===== config.mk =====
export PLATFORM = sky130hd
export DESIGN_NAME = mem_stage
export DESIGN_NICKNAME = d
export VERILOG_FILES = /design/src/rtl/mem_stage_pkg.sv /design/src/rtl/mem_stage_load_align.sv /design/src/rtl/mem_stage.sv
export SDC_FILE = /design/constraint.sdc
export NUM_CORES = 1
export LEC_CHECK = 0
export CAP_MARGIN = 20
export CORE_ASPECT_RATIO = 1.5
export CORE_MARGIN = 10
export CORE_UTILIZATION = 35
export DETAILED_ROUTE_END_ITERATION = 16
export PLACE_DENSITY_LB_ADDON = 0.12
export SKIP_LAST_GASP = 1
export SYNTH_ARGS = -nofsm -noshare
export SYNTH_HDL_FRONTEND = slang
export SYNTH_SLANG_ARGS = --single-unit

===== constraint.sdc =====
create_clock -name clk -period 3.6 [get_ports clk]
set_input_delay 0.72 -clock clk [delete_from_list [all_inputs] [get_ports clk]]
set_output_delay 0.72 -clock clk [all_outputs]
set_load 0.02 [all_outputs]

===== src/rtl/mem_stage_pkg.sv =====
// Shared constants for the MEM stage: bus widths, ES->MS field offsets, load-type codes.
// The ES->MS bus widens when MS_UNALIGNED_LOAD_EN is defined (adds rt_value for LWL/LWR).
package mem_stage_pkg;

`ifdef MS_UNALIGNED_LOAD_EN
   localparam int ES_TO_MS_BUS_WD = 106;
`else
   localparam int ES_TO_MS_BUS_WD = 74;
`endif
   localparam int MS_TO_WS_BUS_WD = 70;
   localparam int MS_FWD_BUS_WD   = 38;

   localparam int PC_LSB         = 0;
   localparam int ALU_RESULT_LSB = 32;
   localparam int DEST_LSB       = 64;
   localparam int GR_WE_BIT      = 69;
   localparam int RES_FROM_MEM_BIT = 70;
   localparam int LOAD_TYPE_LSB  = 71;
   localparam int RT_VALUE_LSB   = 74;

   typedef enum logic [2:0] {
      LD_W  = 3'd0,
      LD_B  = 3'd1,
      LD_BU = 3'd2,
      LD_H  = 3'd3,
      LD_HU = 3'd4,
      LD_WL = 3'd5,
      LD_WR = 3'd6
   } load_type_e;

endpackage


===== src/rtl/mem_stage_load_align.sv =====
// Combinational load-data alignment and extension; reusable by any memory path.
// LWL/LWR merging exists only when MS_UNALIGNED_LOAD_EN is defined.
module load_align
   import mem_stage_pkg::*;
(
   input  load_type_e  load_type,
   input  logic [1:0]  addr,
   input  logic [31:0] mem_word,
   input  logic [31:0] rt_value,
   output logic [31:0] load_data
);

   logic [7:0]  mem_byte [4];
   logic [7:0]  byte_sel;
   logic [15:0] half_sel;

   for (genvar gi = 0; gi < 4; gi++) begin : g_byte
      assign mem_byte[gi] = mem_word[8*gi +: 8];
   end

   assign byte_sel = mem_byte[addr];
   assign half_sel = addr[1] ? mem_word[31:16] : mem_word[15:0];

`ifndef MS_UNALIGNED_LOAD_EN
   logic unused_rt;
   assign unused_rt = ^rt_value;
`endif

   always_comb begin
      load_data = mem_word;
      case (load_type)
         LD_B:  load_data = {{24{byte_sel[7]}}, byte_sel};
         LD_BU: load_data = {24'd0, byte_sel};
         LD_H:  load_data = {{16{half_sel[15]}}, half_sel};
         LD_HU: load_data = {16'd0, half_sel};
`ifdef MS_UNALIGNED_LOAD_EN
         // Big end of the merge comes from memory for LWL, little end for LWR.
         LD_WL: begin
            case (addr)
               2'd0:    load_data = {mem_word[7:0],  rt_value[23:0]};
               2'd1:    load_data = {mem_word[15:0], rt_value[15:0]};
               2'd2:    load_data = {mem_word[23:0], rt_value[7:0]};
               default: load_data = mem_word;
            endcase
         end
         LD_WR: begin
            case (addr)
               2'd0:    load_data = mem_word;
               2'd1:    load_data = {rt_value[31:24], mem_word[31:8]};
               2'd2:    load_data = {rt_value[31:16], mem_word[31:16]};
               default: load_data = {rt_value[31:8],  mem_word[31:24]};
            endcase
         end
`endif
         default: load_data = mem_word;
      endcase
   end

endmodule


===== src/rtl/mem_stage.sv =====
// MEM pipeline stage: holds one instruction, selects/extends load data, feeds WS and decode forwarding.
// Optional LWL/LWR support via MS_UNALIGNED_LOAD_EN.
module mem_stage
   import mem_stage_pkg::*;
(
   input  logic                        clk,
   input  logic                        reset,
   input  logic                        ws_allowin,
   output logic                        ms_allowin,
   input  logic                        es_to_ms_valid,
   input  logic [ES_TO_MS_BUS_WD-1:0]  es_to_ms_bus,
   input  logic [31:0]                 data_sram_rdata,
   output logic                        ms_to_ws_valid,
   output logic [MS_TO_WS_BUS_WD-1:0]  ms_to_ws_bus,
   output logic [MS_FWD_BUS_WD-1:0]    ms_fwd_bus
);

   logic                       ms_valid_reg;
   logic                       rdata_vld_reg;
   logic [31:0]                rdata_buf_reg;
   logic [ES_TO_MS_BUS_WD-1:0] es_to_ms_bus_reg;
   logic                       ms_ready_go;
   logic                       ms_accept;

   logic        gr_we;
   logic        res_from_mem;
   logic [4:0]  dest;
   logic [31:0] alu_result;
   logic [31:0] pc;
   logic [31:0] rt_value;
   logic [31:0] mem_word;
   logic [31:0] load_data;
   logic [31:0] final_result;

   assign ms_ready_go    = 1'b1;
   assign ms_allowin     = !ms_valid_reg || (ms_ready_go && ws_allowin);
   assign ms_to_ws_valid = ms_valid_reg && ms_ready_go;
   assign ms_accept      = es_to_ms_valid && ms_allowin;

   always_ff @(posedge clk) begin
      if (reset) begin
         ms_valid_reg  <= 1'b0;
         rdata_vld_reg <= 1'b0;
      end else begin
         if (ms_allowin)
            ms_valid_reg <= es_to_ms_valid;
         // A newly latched instruction must see live SRAM data in its first cycle.
         if (ms_accept)
            rdata_vld_reg <= 1'b0;
         else if (ms_valid_reg && !rdata_vld_reg)
            rdata_vld_reg <= 1'b1;
      end
   end

   always_ff @(posedge clk) begin
      if (ms_accept)
         es_to_ms_bus_reg <= es_to_ms_bus;
      if (ms_valid_reg && !rdata_vld_reg)
         rdata_buf_reg <= data_sram_rdata;
   end

   assign gr_we        = es_to_ms_bus_reg[GR_WE_BIT];
   assign res_from_mem = es_to_ms_bus_reg[RES_FROM_MEM_BIT];
   assign dest         = es_to_ms_bus_reg[DEST_LSB +: 5];
   assign alu_result   = es_to_ms_bus_reg[ALU_RESULT_LSB +: 32];
   assign pc           = es_to_ms_bus_reg[PC_LSB +: 32];
`ifdef MS_UNALIGNED_LOAD_EN
   assign rt_value     = es_to_ms_bus_reg[RT_VALUE_LSB +: 32];
`else
   assign rt_value     = 32'd0;
`endif

   assign mem_word = rdata_vld_reg ? rdata_buf_reg : data_sram_rdata;

   load_align u_load_align (
      .load_type (load_type_e'(es_to_ms_bus_reg[LOAD_TYPE_LSB +: 3])),
      .addr      (alu_result[1:0]),
      .mem_word  (mem_word),
      .rt_value  (rt_value),
      .load_data (load_data)
   );

   assign final_result = res_from_mem ? load_data : alu_result;
   assign ms_to_ws_bus = {gr_we, dest, final_result, pc};
   assign ms_fwd_bus   = {ms_valid_reg && gr_we, dest, final_result};

endmodule


* After elaboration in Yosys (flattened, before gate mapping)
Index checks and enable logic that the tools add are counted.
** Operators by class
- Add/subtract/negate cells :: 0
- Reduce and logical (&&, ||, !) cells :: 7
- Shift-type cells :: 0
- Div/mod/pow operators :: 0
- Order comparisons :: 1
- Equal/unequal tests :: 4
- Multiplexer cells :: 7
- Multiply operators :: 0
- Bitwise logic cells :: 1
** Operators with widths (count)
- 32-bit one-hot mux with 4 select lines :: 1
- 32-bit two-way mux :: 2
- 8-bit binary-select mux with 2-bit select :: 1
- 16-bit two-way mux :: 1
- 8-bit two-way mux :: 2
- 3-bit by 2-bit equality test with 1-bit output, second input constant :: 2
- 3-bit by 1-bit equality test with 1-bit output, second input constant :: 1
- 3-bit equality test, second input constant :: 1
- 3-bit greater-or-equal comparator, second input constant :: 1
- 1-bit logical AND :: 3
- 2-bit NOT with 3-bit output :: 1
- 1-bit logical NOT :: 2
- 2-bit OR reduction :: 1
- 1-bit logical OR :: 1
** Word-level totals
- Bits of input ports :: 110
- Memory bits (read-only) :: 0
- Memories kept :: 0
- Word-level logic and storage cells :: 24
- Memory bits (writable) :: 0
- Flip-flop bits (word level) :: 108
- Output and inout bits :: 110
- Latch bits :: 0

* Logic depth before layout (Yosys ltp)
- Depth in word-level cells :: 6
- Depth in mapped cells :: 7
- Mapped depth without buffers :: 4

* Hierarchy
From an unflattened synthesis, not the netlist that was laid out.
** Second synthesis, totals
- Cell total of the unflattened synthesis :: 390
- Area, all modules :: 5824.3 sq um
** Modules (own cells, without submodules)
- mem_stage :: instances 1, seq. area each 3223.1 sq um, cells each 265, area each 4903.5 sq um
- load_align :: instances 1, seq. area each 0.0 sq um, cells each 125, area each 920.9 sq um

* Least setup slack after synthesis
No wires, ideal clock.
- Path kind :: input-to-reg
- From :: input ws_allowin
- To :: register es_to_ms_bus_reg[0], enable pin
- Buffers on the path :: 0
- Arrival time :: 2.768 ns
- Setup time :: 0.441 ns
- Cell stages on the path :: 2
- Required time :: 3.159 ns
- Path slack :: 0.391 ns
- Cells stage by stage :: nand2b_1 and2_1
** Between the ends
- Longest elaborated chain between the ends :: 2
** RTL lines
- start, declared :: RTL line mem_stage.sv:8 : input logic ws_allowin,
- 1-bit logical OR :: RTL line mem_stage.sv:36 : assign ms_allowin = !ms_valid_reg || (ms_ready_go && ws_allowin);
- 1-bit logical AND :: RTL line mem_stage.sv:38 : assign ms_accept = es_to_ms_valid && ms_allowin;
- via ms_accept :: RTL line mem_stage.sv:23 : logic ms_accept;
- end signal, assigned :: RTL line mem_stage.sv:57 : es_to_ms_bus_reg <= es_to_ms_bus;
- end, declared :: RTL line mem_stage.sv:21 : logic [ES_TO_MS_BUS_WD-1:0] es_to_ms_bus_reg;
The timed path passes the listed nets, and every way through them passes these cells.
A chain may end at the register's enable or synchronous reset.

* Final worst setup path
- From :: input data_sram_rdata[7]
- To :: output ms_to_ws_bus[61]
** Between the ends
- Longest elaborated chain between the ends :: 6
** RTL lines
- start, declared :: RTL line mem_stage.sv:12 : input logic [31:0] data_sram_rdata,
- 32-bit two-way mux :: RTL line mem_stage.sv:73 : assign mem_word = rdata_vld_reg ? rdata_buf_reg : data_sram_rdata;
- 8-bit binary-select mux with 2-bit select :: RTL line mem_stage_load_align.sv:21 : assign byte_sel = mem_byte[addr];
- 8-bit two-way mux (not written as such) (2 in a row) :: RTL line mem_stage_load_align.sv:21
- 32-bit one-hot mux with 4 select lines :: RTL line mem_stage_load_align.sv:31 : case (load_type)
- 32-bit two-way mux :: RTL line mem_stage.sv:83 : assign final_result = res_from_mem ? load_data : alu_result;
- end, declared :: RTL line mem_stage.sv:14 : output logic [MS_TO_WS_BUS_WD-1:0] ms_to_ws_bus,
No other way between the ends. The select of a mux whose other input is x is not followed.

==> flow_metrics.py <==
metrics = {
    "route": {
        "vias_per_cell": 4.889,
        "drt_first_pass_iters": 4,
        "drt-total-wl_um": 16660,
        "via_count": 3706,
        "route.detailed.drc": 0,
        "detail-route-antenna-nets": 0,
        "drt-initial-drc-count": 176,
        "wire_per_inst_um": 21.98,
    },
    "cts": {
        "cts_tree": "built",
        "cts-root-buf": "clkbuf_16",
        "htreeDepth": 3,
        "cts_made_buffers": 9,
        "hold_buffers": 0,
        "worstSkewPairLatency_ns": 0.35,
        "cts_sinks": 108,
        "path_clk_slew_ns": 0.07,
        "clockBufferDepth": 2,
    },
    "die": {
        "start_util_pct": 35.62,
        "core-area_um2": 15700,
        "die-area_um2": 21530,
        "chipWidth_um": 123.2,
        "die_h_um": 174.8,
        "io_pins": 220,
        "placementRows": 56,
    },
    "hold_path": {
        "hold_depth": 2,
        "hold_path_class": "reg -> reg",
    },
    "setup_path": {
        "critPathKind": "in -> out",
        "cp-end-kind": "output pin",
        "critPathMaxStageDelay_ns": 0.50,
        "reg2reg_depth": 2,
        "crit_fanout": 9,
        "critPathArrivalTime_ns": 2.77,
        "cp_slowest_cell": "mux4_2",
        "path_cells": "clkdlybuf4s50_1 -> mux4_2 -> mux2_2 -> nand3_4 -> buf_4 -> o221ai_2 -> dlygate4sd2_1",
        "crit_required_ns": 2.88,
        "critPathLaunchType": "input pin",
    },
    "place": {
        "hpwlAfterDp_um": 12860,
        "gp_routability_congestion": 0.8366,
        "portBuffers": 219,
    },
    "timing": {
        "slew_violations": 0,
        "post-route-min-period_ns": 3.493,
        "setup_viol": 0,
        "worst_slew_pin_slew_ns": 0.9581,
        "grt_setup_unrepaired": "false",
        "final_hold_viol_count": 0,
        "skew_ns": 0.007155,
        "finalCritPeriodShare_pct": 97.03,
        "fmax_ghz": 0.2863,
        "slew_headroom_pct": 35.99,
    },
    "synthesis": {
        "synth_cell_type_count": 47,
        "syn_inst": 389,
        "ys_seq_elements": 108,
        "synth_nets": 499,
        "syn-cell-area_um2": 5590,
        "seq_area_frac_synth_pct": 57.65,
        "ys_warn_count": 0,
        "syn_area_per_cell_um2": 14.37,
    },
    "global_routing": {
        "grt_usage_pct": 15.38,
        "grt_max_degree": 43,
        "grt_pass1_vias": 4064,
        "grt_pass1_wl_um": 24890,
        "grt_overflow": 0,
        "grt_antenna_before_repair": 0,
    },
    "final_layout": {
        "final_common_cell": "clkdlybuf4s50_1",
        "largest_register_ffs": 74,
        "final_cell_mix": "clkdlybuf4s50_1, edfxtp_1, dlygate4sd2_1",
        "nets": 660,
        "layout-drive-gt1-share_pct": 15.50,
        "area_growth_pct": 41.25,
        "diodes": 0,
        "finish.utilization_pct": 50.31,
    },
    "job": {
        "maxCapViolations": 0,
    },
    "pwr": {
        "ir_drop_mv": 0.2548,
        "power_mw": 3.281,
        "leakage_nw": 2.876,
        "p_per_area_nw_per_um2": 415.6,
    },
    "status": {
        "outcome": "complete, no violations",
    },
}
[final cells by class]
type | instances | area [um^2]
Fill cell | 1447 | 7799
Inverter | 22 | 82.58
Clock inverter | 6 | 73.82
Sequential cell | 108 | 3227
Clock buffer | 10 | 229.0
Multi-Input combinational cell | 164 | 1637
Timing Repair Buffer | 245 | 2394
Tap cell | 203 | 254.0
[per-layer routing]
layer  track usage [%]  share of wire, %
met4             4.138               1.0
met3             7.422                11
met1             16.36                36
met5                 0                 0
met2             26.29                52
[logic make-up after synthesis]
group	count (synthesis)	share of synthesized area (%)
and+or+nand+nor	46	4.835
buffers and inverters	117	13.61
muxes	52	13.03
DFF	108	57.65
AOI/OAI and AO/OA	65	10.72
xor gates and xnor gates	1	0.1567
[metrics by stage]
stage / setup WS [ns] / hold slack, ns / area, um^2 / std cells / TNS [ns]
6_report: 0.1068 / 0.5280 / 7896 / 758 / 0
3_3_place_gp: -0.1646 / 0.5200 / 7570 / 739 / -3.873
3_5_place_dp: -0.1887 / 0.5152 / 7570 / 739 / -5.310
5_1_grt: 0.01190 / 0.5901 / 7896 / 758 / 0
4_1_cts: -0.1062 / 0.5326 / 7871 / 756 / -0.1062
2_1_floorplan: 0.3910 / 0.5723 / 5590 / 389 / 0
[what timing repair did]
action / in CTS / in global routing
gates cloned: 1 / 0
endpoints found under the hold margin: 0 / 0
gates resized for setup: 50 / 4
buffers inserted: 0 / 2
pin swaps: 0 / 1
endpoints found under the setup margin: 54 / 9
[final timing paths]
check | start | slack (ns) | end
setup / recovery | data_sram_rdata[7] | 0.11 | ms_to_ws_bus[61]
hold / removal | ms_to_ws_valid | 0.53 | rdata_vld_reg
setup reg to reg | rdata_vld_reg | 1.67 | rdata_buf_reg[13]
hold reg to reg | ms_to_ws_valid | 0.53 | rdata_vld_reg
[synth_stat cells (all sizes together)]
| cell | count | area share [%] |
|---|---|---|
| buf | 88 | 12 |
| o311ai | 1 | 0.16 |
| a21boi | 1 | 0.13 |
| a211o | 1 | 0.16 |
| nor3b | 2 | 0.36 |
| nand2b | 1 | 0.11 |
| edfxtp | 106 | 57 |
| inv | 22 | 1.5 |
| or4bb | 1 | 0.20 |
| a22o | 4 | 0.63 |
| or3 | 1 | 0.11 |
| o221ai | 21 | 4.4 |
| o31ai | 2 | 0.27 |
| or2 | 2 | 0.22 |
| nor3 | 4 | 0.36 |
| xnor2 | 1 | 0.16 |
| a221o | 1 | 0.18 |
| or3b | 1 | 0.16 |
| a22oi | 6 | 0.81 |
| clkbuf | 7 | 0.47 |
| and3b | 2 | 0.31 |
| mux2i | 30 | 5.4 |
| a21oi | 6 | 0.54 |
| dfxtp | 2 | 0.72 |
| a31oi | 4 | 0.45 |
| nand2 | 8 | 0.54 |
| o2bb2ai | 1 | 0.16 |
| mux4 | 16 | 6.4 |
| o2111ai | 1 | 0.27 |
| o32a | 2 | 0.36 |
| nor2b | 5 | 0.60 |
| a221oi | 2 | 0.31 |
| o221a | 5 | 1.0 |
| o21ai | 3 | 0.27 |
| mux2 | 6 | 1.2 |
| nor2 | 10 | 0.67 |
| nand3 | 2 | 0.40 |
| and2 | 7 | 0.78 |
| o22a | 4 | 0.63 |
[where the power goes]
group	switching, mW	total [mW]	internal, mW
Combinational	0.398	0.777	0.379
Clock	0.460	1.01	0.547
Sequential	0.0316	1.50	1.47
[critical path, delay by kind of cell]
family / cells / cell delay (ns)
compound gates: 1 / 0.11
buf+inv: 3 / 0.99
mux: 2 / 0.81
simple gates: 1 / 0.14
Note: power is estimated with default switching activity, not from simulation.
